**src/rtl/splitter_tx_arbiter_pkg.sv**
```systemverilog
// Shared types for the REG_SPLITTER transmit arbiter: FSM state encoding,
// grant selector and a counter-width helper.
package splitter_tx_arbiter_pkg;

    typedef enum logic [1:0] {
        IDLE     = 2'd0,
        LOAD     = 2'd1,
        WAIT_ACK = 2'd2,
        GAP      = 2'd3
    } arb_state_t;

    typedef enum logic [1:0] {
        GNT_NONE = 2'd0,
        GNT_ADC  = 2'd1,
        GNT_STAT = 2'd2
    } grant_t;

    // Bits needed to hold 0..maxVal; never narrower than one bit.
    function automatic int cntWidth(input int maxVal);
        return (maxVal < 2) ? 1 : $clog2(maxVal + 1);
    endfunction

endpackage

```
**src/rtl/splitter_tx_arbiter_tx_grant_rr.sv**
```systemverilog
// Two-requester grant logic with ADC burst limiting so a pending status word
// cannot be starved by a continuous ADC stream.
module tx_grant_rr
    import splitter_tx_arbiter_pkg::*;
#(
    parameter int BURST_LEN = 4
) (
    input  logic   clk,
    input  logic   rst,
    input  logic   arbEn,
    input  logic   adcValid,
    input  logic   statValid,
    output grant_t grant
);

    localparam int            BW        = cntWidth(BURST_LEN);
    localparam logic [BW-1:0] BURST_MAX = BW'(BURST_LEN);

    logic [BW-1:0] burstCnt;
    grant_t        lastGrant;
    logic          statWins;

    assign statWins = (burstCnt == BURST_MAX) ||
                      ((lastGrant == GNT_ADC) && (burstCnt >= BURST_MAX));

    always_comb begin
        grant = GNT_NONE;
        if (arbEn) begin
            if (adcValid && statValid) begin
                grant = statWins ? GNT_STAT : GNT_ADC;
            end else if (statValid) begin
                grant = GNT_STAT;
            end else if (adcValid) begin
                grant = GNT_ADC;
            end
        end
    end

    // An ADC grant always counts; the burst count clears on a status grant or
    // whenever the arbiter sits idle with no status word waiting.
    always_ff @(posedge clk) begin
        if (rst) begin
            burstCnt  <= '0;
            lastGrant <= GNT_NONE;
        end else if (arbEn) begin
            case (grant)
                GNT_ADC: begin
                    lastGrant <= GNT_ADC;
                    if (burstCnt != BURST_MAX) begin
                        burstCnt <= burstCnt + BW'(1);
                    end
                end
                GNT_STAT: begin
                    lastGrant <= GNT_STAT;
                    burstCnt  <= '0;
                end
                default: begin
                    if (!statValid) begin
                        burstCnt <= '0;
                    end
                end
            endcase
        end
    end

endmodule

```
**src/rtl/splitter_tx_arbiter.sv**
```systemverilog
// Shares the REG_SPLITTER byte serializer between the ADC stream and the host
// status word: one word per grant, write strobe, ack wait with timeout, gap.
module splitter_tx_arbiter
    import splitter_tx_arbiter_pkg::*;
#(
    parameter int BURST_LEN      = 4,
    parameter int GAP_CYCLES     = 2,
    parameter int TIMEOUT_CYCLES = 4096,
    parameter int CNT_W          = 16
) (
    input  logic             clk,
    input  logic             rst,
    input  logic             adcValid,
    input  logic [31:0]      adcWord,
    output logic             adcReady,
    input  logic             statValid,
    input  logic [31:0]      statWord,
    output logic             statReady,
    output logic             write,
    output logic [31:0]      adcReg,
    input  logic             dataReceived,
    output logic             busy,
    output logic             errTimeout,
    output logic [CNT_W-1:0] wordCount
);

    localparam int               TO_W      = cntWidth(TIMEOUT_CYCLES - 1);
    localparam logic [TO_W-1:0]  TO_LAST   = TO_W'(TIMEOUT_CYCLES - 1);
    localparam int               GAP_W     = cntWidth(GAP_CYCLES);
    localparam logic [GAP_W-1:0] GAP_LAST  = GAP_W'((GAP_CYCLES > 0) ? GAP_CYCLES - 1 : 0);
    localparam arb_state_t       POST_WAIT = (GAP_CYCLES == 0) ? IDLE : GAP;

    arb_state_t       state;
    arb_state_t       stateNext;
    grant_t           grant;
    logic             arbEn;
    logic [TO_W-1:0]  toCnt;
    logic [GAP_W-1:0] gapCnt;

    // Arbitration is held off during reset so no handshake can slip through.
    assign arbEn = (state == IDLE) && !rst;

    tx_grant_rr #(
        .BURST_LEN (BURST_LEN)
    ) u_grant (
        .clk       (clk),
        .rst       (rst),
        .arbEn     (arbEn),
        .adcValid  (adcValid),
        .statValid (statValid),
        .grant     (grant)
    );

    assign adcReady  = (grant == GNT_ADC);
    assign statReady = (grant == GNT_STAT);
    assign write     = (state == LOAD);
    assign busy      = (state != IDLE);

    always_comb begin
        stateNext = state;
        case (state)
            IDLE: begin
                if (grant != GNT_NONE) begin
                    stateNext = LOAD;
                end
            end
            LOAD: begin
                stateNext = WAIT_ACK;
            end
            WAIT_ACK: begin
                if (dataReceived || (toCnt == TO_LAST)) begin
                    stateNext = POST_WAIT;
                end
            end
            GAP: begin
                if (gapCnt == GAP_LAST) begin
                    stateNext = IDLE;
                end
            end
            default: begin
                stateNext = IDLE;
            end
        endcase
    end

    // An ack arriving on the final timeout cycle still counts as delivered.
    always_ff @(posedge clk) begin
        if (rst) begin
            state      <= IDLE;
            adcReg     <= '0;
            wordCount  <= '0;
            toCnt      <= '0;
            gapCnt     <= '0;
            errTimeout <= 1'b0;
        end else begin
            state <= stateNext;
            case (state)
                IDLE: begin
                    if (grant == GNT_ADC) begin
                        adcReg <= adcWord;
                    end else if (grant == GNT_STAT) begin
                        adcReg <= statWord;
                    end
                end
                LOAD: begin
                    toCnt <= '0;
                end
                WAIT_ACK: begin
                    gapCnt <= '0;
                    if (dataReceived) begin
                        wordCount <= wordCount + CNT_W'(1);
                    end else if (toCnt == TO_LAST) begin
                        errTimeout <= 1'b1;
                    end else begin
                        toCnt <= toCnt + TO_W'(1);
                    end
                end
                GAP: begin
                    gapCnt <= gapCnt + GAP_W'(1);
                end
                default: begin
                end
            endcase
        end
    end

endmodule

```
**config.mk**
```make
export PLATFORM = sky130hd
export DESIGN_NAME = splitter_tx_arbiter
export DESIGN_NICKNAME = d
export VERILOG_FILES = /design/src/rtl/splitter_tx_arbiter_pkg.sv /design/src/rtl/splitter_tx_arbiter_tx_grant_rr.sv /design/src/rtl/splitter_tx_arbiter.sv
export SDC_FILE = /design/constraint.sdc
export NUM_CORES = 1
export LEC_CHECK = 0
export BUFFER_PORTS_ARGS = -buffer_cell sky130_fd_sc_hd__clkbuf_2
export CAP_MARGIN = 10
export CORE_MARGIN = 2
export CORE_UTILIZATION = 54
export CTS_CLUSTER_SIZE = 12
export DETAILED_ROUTE_END_ITERATION = 12
export PLACE_DENSITY = 0.95
export SLEW_MARGIN = 20
export SYNTH_ARGS = -nofsm -noshare
export SYNTH_HDL_FRONTEND = slang
export SYNTH_SLANG_ARGS = --single-unit
export TNS_END_PERCENT = 10
```
**constraint.sdc**
```tcl
create_clock -name clk -period 3 [get_ports clk]
set_input_delay 0.3 -clock clk [delete_from_list [all_inputs] [get_ports clk]]
set_output_delay 0.3 -clock clk [all_outputs]
set_load 0.02 [all_outputs]
```
=== Word-level counts from Yosys, hierarchy flattened ===
Index checks and enable logic that the tools add are counted.

* Add/subtract/negate cells: 4
* $mul: 0
* Div/mod/pow operators: 0
* $lt $le $gt $ge: 1
* Equality and inequality tests: 17
* Shift-type cells: 0
* Multiplexer cells: 19
* Bitwise logic cells: 1
* Reductions and logical operators: 19

{| class="wikitable"
|+ Operators by type and width
! operator !! number
|-
| 2-to-1 mux 32 bit || 2
|-
| 2-to-1 mux 12 bit || 2
|-
| one-hot mux 12 bit (2 select lines) || 1
|-
| adder 16 x 1 -> 16 bit, second input constant || 1
|-
| 2-to-1 mux 2 bit || 7
|-
| adder 12 x 1 -> 12 bit, second input constant || 1
|-
| equality test 12 bit, second input constant || 1
|-
| AND reduction 3 bit || 4
|-
| nonzero test 2 bit || 5
|-
| equality test 2 x 1 -> 1 bit, second input constant || 4
|-
| inequality test 2 bit, second input constant || 4
|-
| one-hot mux 2 bit (2 select lines) || 2
|-
| one-hot mux 2 bit (4 select lines) || 1
|-
| equality test 2 bit, second input constant || 3
|-
| 2-to-1 mux 3 bit || 2
|-
| one-hot mux 3 bit (2 select lines) || 1
|-
| AND reduction 2 bit || 3
|-
| inequality test 2 x 1 -> 1 bit, second input constant || 2
|-
| adder 3 x 1 -> 3 bit, second input constant || 1
|-
| equality test 3 bit, second input constant || 1
|-
| >= comparator 3 bit, second input constant || 1
|-
| logical AND 1 bit || 3
|-
| inequality test 3 x 2 -> 1 bit, second input constant || 1
|-
| inequality test 3 bit, second input constant || 1
|-
| 6 further kinds || 7
|}

* Register bits: 70
* Latch bits: 0
* Bits in writable memories: 0
* Memory bits (read-only): 0
* Bits of input ports: 69
* Output and inout bits: 53
* Logic and storage cells: 69
* Memories: 0

=== Longest topological paths before layout ===
* Depth in word-level cells: 9
* Gate-level depth with buffers: 8
* Depth with buffers taken out: 6

=== Cells and area by module ===
Synthesis repeated with hierarchy kept, for this count alone.

* Cell total of the unflattened synthesis: 399
* Area total of the unflattened synthesis: 3574.7 um2

{| class="wikitable"
|+ By module, submodules not included
! module !! instances !! cells an instance !! area an instance (um2) !! seq. area each (um2)
|-
| splitter_tx_arbiter || 1 || 359 || 3225.6 || 1301.2
|-
| tx_grant_rr || 1 || 40 || 349.1 || 100.1
|}

=== Worst setup path before layout ===
Ideal clock, no wire load.

* Path type: reg2out
* From: register state[0]
* To: output adcReady
* Data arrival time: 1582 ps
* Data required time: 2700 ps
* Setup slack: 1118 ps
* Cell stages (with the launch flop): 9
* Path buffers: 2
* Path through: dfxtp_1 > inv_1 > ha_1 > nor2b_4 > nand2_2 > or2_1 > buf_6 > buf_6 > inv_1

* Cells in the longest elaborated chain, start to end: 4

{| class="wikitable"
|+ Ends and longest elaborated chain
! item !! RTL line !! text
|-
| start: declaration || splitter_tx_arbiter.sv:33 || <nowiki>arb_state_t state;</nowiki>
|-
| start signal: assignment || splitter_tx_arbiter.sv:96 || <nowiki>state <= stateNext;</nowiki>
|-
| logical NOT 2 bit || splitter_tx_arbiter.sv:41 || <nowiki>assign arbEn = (state == IDLE) && !rst;</nowiki>
|-
| logical AND 1 bit || splitter_tx_arbiter.sv:41 ||
|-
| 2-to-1 mux 2 bit || splitter_tx_arbiter_tx_grant_rr.sv:28 || <nowiki>if (arbEn) begin</nowiki>
|-
| equality test 2 x 1 -> 1 bit || splitter_tx_arbiter.sv:54 || <nowiki>assign adcReady = (grant == GNT_ADC);</nowiki>
|-
| end: declaration || splitter_tx_arbiter.sv:15 || <nowiki>output logic adcReady,</nowiki>
|}

Every way passes these cells.

=== Worst setup path after layout ===
Ends and elaborated chain as after synthesis.

==> impl_metrics.yaml <==
die:
  die_area_um2: 7160
  io_pins: 122
  start_util_pct: 55.6
  fp.dieH_um: 84.6
  row_count: 29
  die_w_um: 84.6
  core_area_um2: 6310
sta:
  setup_viol: 0
  skew_ps: 6.00
  hold_violations: 0
  fin_hold_ws_ps: 243
  fin_crit_ps: 2520
  relSlewSlack_pct: 42.5
  worst_slack_ps: 479
  rsz0062_at_grt: "no"
  tns_ps: 0
  fin_crit_sh_pct: 84.0
  max_freq_mhz: 397
  tightestPinTransition_ps: 861
  slew_violations: 0
power_and_ir_drop:
  switching_power_mw: 1.07
  combPwrFrac_pct: 32.8
  power.density_nw_per_um2: 681
  pwr-share-clk_pct: 29.3
  p_int_mw: 1.90
  vdd_drop_max_mv: 0.540
  swShare_pct: 36.1
  power_mw: 2.97
  seqPwrFrac_pct: 37.9
  power.leakage_nw: 1.83
worst_hold_path:
  hp-class: "in2reg"
clock_tree:
  cts_resized: 0
  cts_setup_buffers: 0
  cts_tree: "built"
  ctsRootBufferMaster: "clkbuf_8"
  insertion_delay_ps: 340
  cts_buffers: 9
  cts_sinks: 70
  h-tree-depth: 3
  cts_hold_buf: 0
  path_clk_slew_ps: 80
  ctsLongestPathBuffers: 2
route:
  drt_wl_total_mm: 9.16
  ant_nets: 0
  first_pass_iters: 4
  vias_per_cell: 5.87
  drt_iter0_drc: 291
  vias: 3580
  drcViolationCount: 0
  wl_per_cell_um: 15.0
synth:
  synth_nets: 495
  seq_area_frac_synth_pct: 39.9
  muxShareOfSynthArea_pct: 2.57
  synth-simple-area-share_pct: 24.0
  synthTopCellsByArea: "dfxtp_1 (40%), a211oi_1 (5.1%), nor2_1 (5.1%), nor3_1 (5.0%), o21ai_0 (5.0%)"
  synth_compound_area_share_pct: 21.7
  synthArstFlopShare_pct: 0
  synth_fa_ha_area_share_pct: 3.56
  synth_top_family_by_area: "simple AND/OR/NAND/NOR gates"
  ys_types: 46
  synth_seq_cells: 70
  syn_inst: 416
  synth_edf_count: 0
  yosysWarnings: 0
  synth.avg_cell_area_um2: 8.44
  synthXorXnorAreaFrac_pct: 2.74
  netlist_area_um2: 3510
  synthDominantCellAreaShare_pct: 39.9
  synthFlopType: "dfxtp_1"
  yosysTopAreaCell: "dfxtp_1"
place:
  gp_congestion: 0.854
  preCtsSetupSlack_ps: 777
  placed_area_um2: 4130
  place_hpwl_mm: 6.46
  port_buffers: 121
layout:
  nets: 607
  drive_gt1_share_pct: 30.8
  areaGrowthSynthToFinish_pct: 24.3
  stdcell_area_um2: 4370
  layout_common_cells: "clkbuf_2 (121), dfxtp_1 (70), nor2_1 (48)"
  layout_commonest_cell: "clkbuf_2"
  antenna_cells: 0
setup_path:
  endpoint_kind: "output port"
  worst_ep_required_time_ps: 2700
  crit_chain: "inv_1 > ha_1 > nor2b_4 > nand2_2 > or2_1 > inv_1 > clkbuf_2"
  critPathMaxFanout: 13
  critPathMaxStageDelay_ps: 450
  slowest_stage: "or2_1"
  start_kind: "flop"
  cp.arrival_ps: 2220
  crit_type: "reg2out"
  cpMostUsedCell: "inv_1"
outcome:
  outcome: "complete, no violations"
grt:
  grt_pass1_wl_mm: 15.1
  grt_usage_pct: 25.3
  grt_overflow_total: 0
  antenna_found_initial: 0
  grt_pass1_vias: 3404
  grt_max_degree: 36
job:
  maxCapViolCount: 0
[kinds of logic (layout without fill, tap and decap cells)]
| kind of cell | after synthesis | count (layout) |
|---|---|---|
| flip-flops | 70 | 70 |
| adder cells (fa/ha/maj) | 10 | 10 |
| buffers and inverters | 40 | 157 |
| XOR/XNOR | 11 | 11 |
| AO/OA/AOI/OAI | 111 | 111 |
| AND/OR/NAND/NOR | 165 | 165 |
| multiplexers | 9 | 9 |
[layer usage]
metal,vias to the layer above,wire [um],global-route usage [%]
met5,-,0,0
met4,0,100,11.5
met3,12,689,5.41
met2,154,4500,41.7
met1,1677,3870,31.8
li1,1737,-,-
[power groups by stage]
stage                     sequential [mW]  clock (mW)  combinational (mW)
after floorplan                      1.25           0               0.574
after global routing                 1.14       0.925                1.07
after global placement               1.14           0               0.929
after CTS                            1.12       0.886               0.969
after detailed placement             1.14           0               0.965
final                                1.13       0.869               0.975
[worst paths after layout]
check	startpoint	end	slack, ps	cells after the start
worst max-delay path	state[0]$_SDFFE_PP0P_	adcReady	480	7
worst min-delay path	statWord[20]	adcReg[20]$_SDFFE_PP0P_	240	3
worst max register to register	state[0]$_SDFFE_PP0P_	adcReg[12]$_SDFFE_PP0P_	770	7
worst min register to register	errTimeout$_SDFFE_PP0P_	errTimeout$_SDFFE_PP0P_	470	1
[worst max-delay path: cells and delay by family (launching register included)]
kind / cells / cell delay [ps]
simple gates: 3 / 800
buf+inv: 3 / 420
flops: 1 / 340
fa+ha+maj: 1 / 320
[synth_stat cells, drive strengths merged (3+ instances only)]
cell,instances
ha,10
nor3,35
and3,4
a211oi,34
inv,11
nor2b,4
nor2,48
clkbuf,20
nand2,26
nor4,7
nand2b,7
dfxtp,70
o21a,5
buf,9
nand4,8
xor2,6
mux2i,9
o21ai,36
or4,7
a21oi,17
nand3,10
o31ai,9
and4,3
xnor2,5
[registers in the layout (all words and copies together), names as in the netlist]
name and cells:
adcReg 32, errTimeout 1, gapCnt 2, state 2
toCnt 12, u_grant.burstCnt 3, u_grant.lastGrant 2, wordCount 16
[final cells by class]
cell class	instances	area [um^2]
clock buffer	11	151
inverter	11	41.3
sequential	70	1400
fill	506	1950
multi-input combinational	306	1920
timing repair buffer	130	673
clock inverter	5	81.3
tap	77	96.3
[per-stage QoR]
step / utilization (%) / cells
after floorplan: - / 416
after global placement: 65.5 / 594
after detailed placement: 65.5 / 594
after CTS: 69.1 / 610
after global routing: 69.1 / 610
final: 69.1 / 610
No activity file was read; power rests on OpenSTA's default activity.
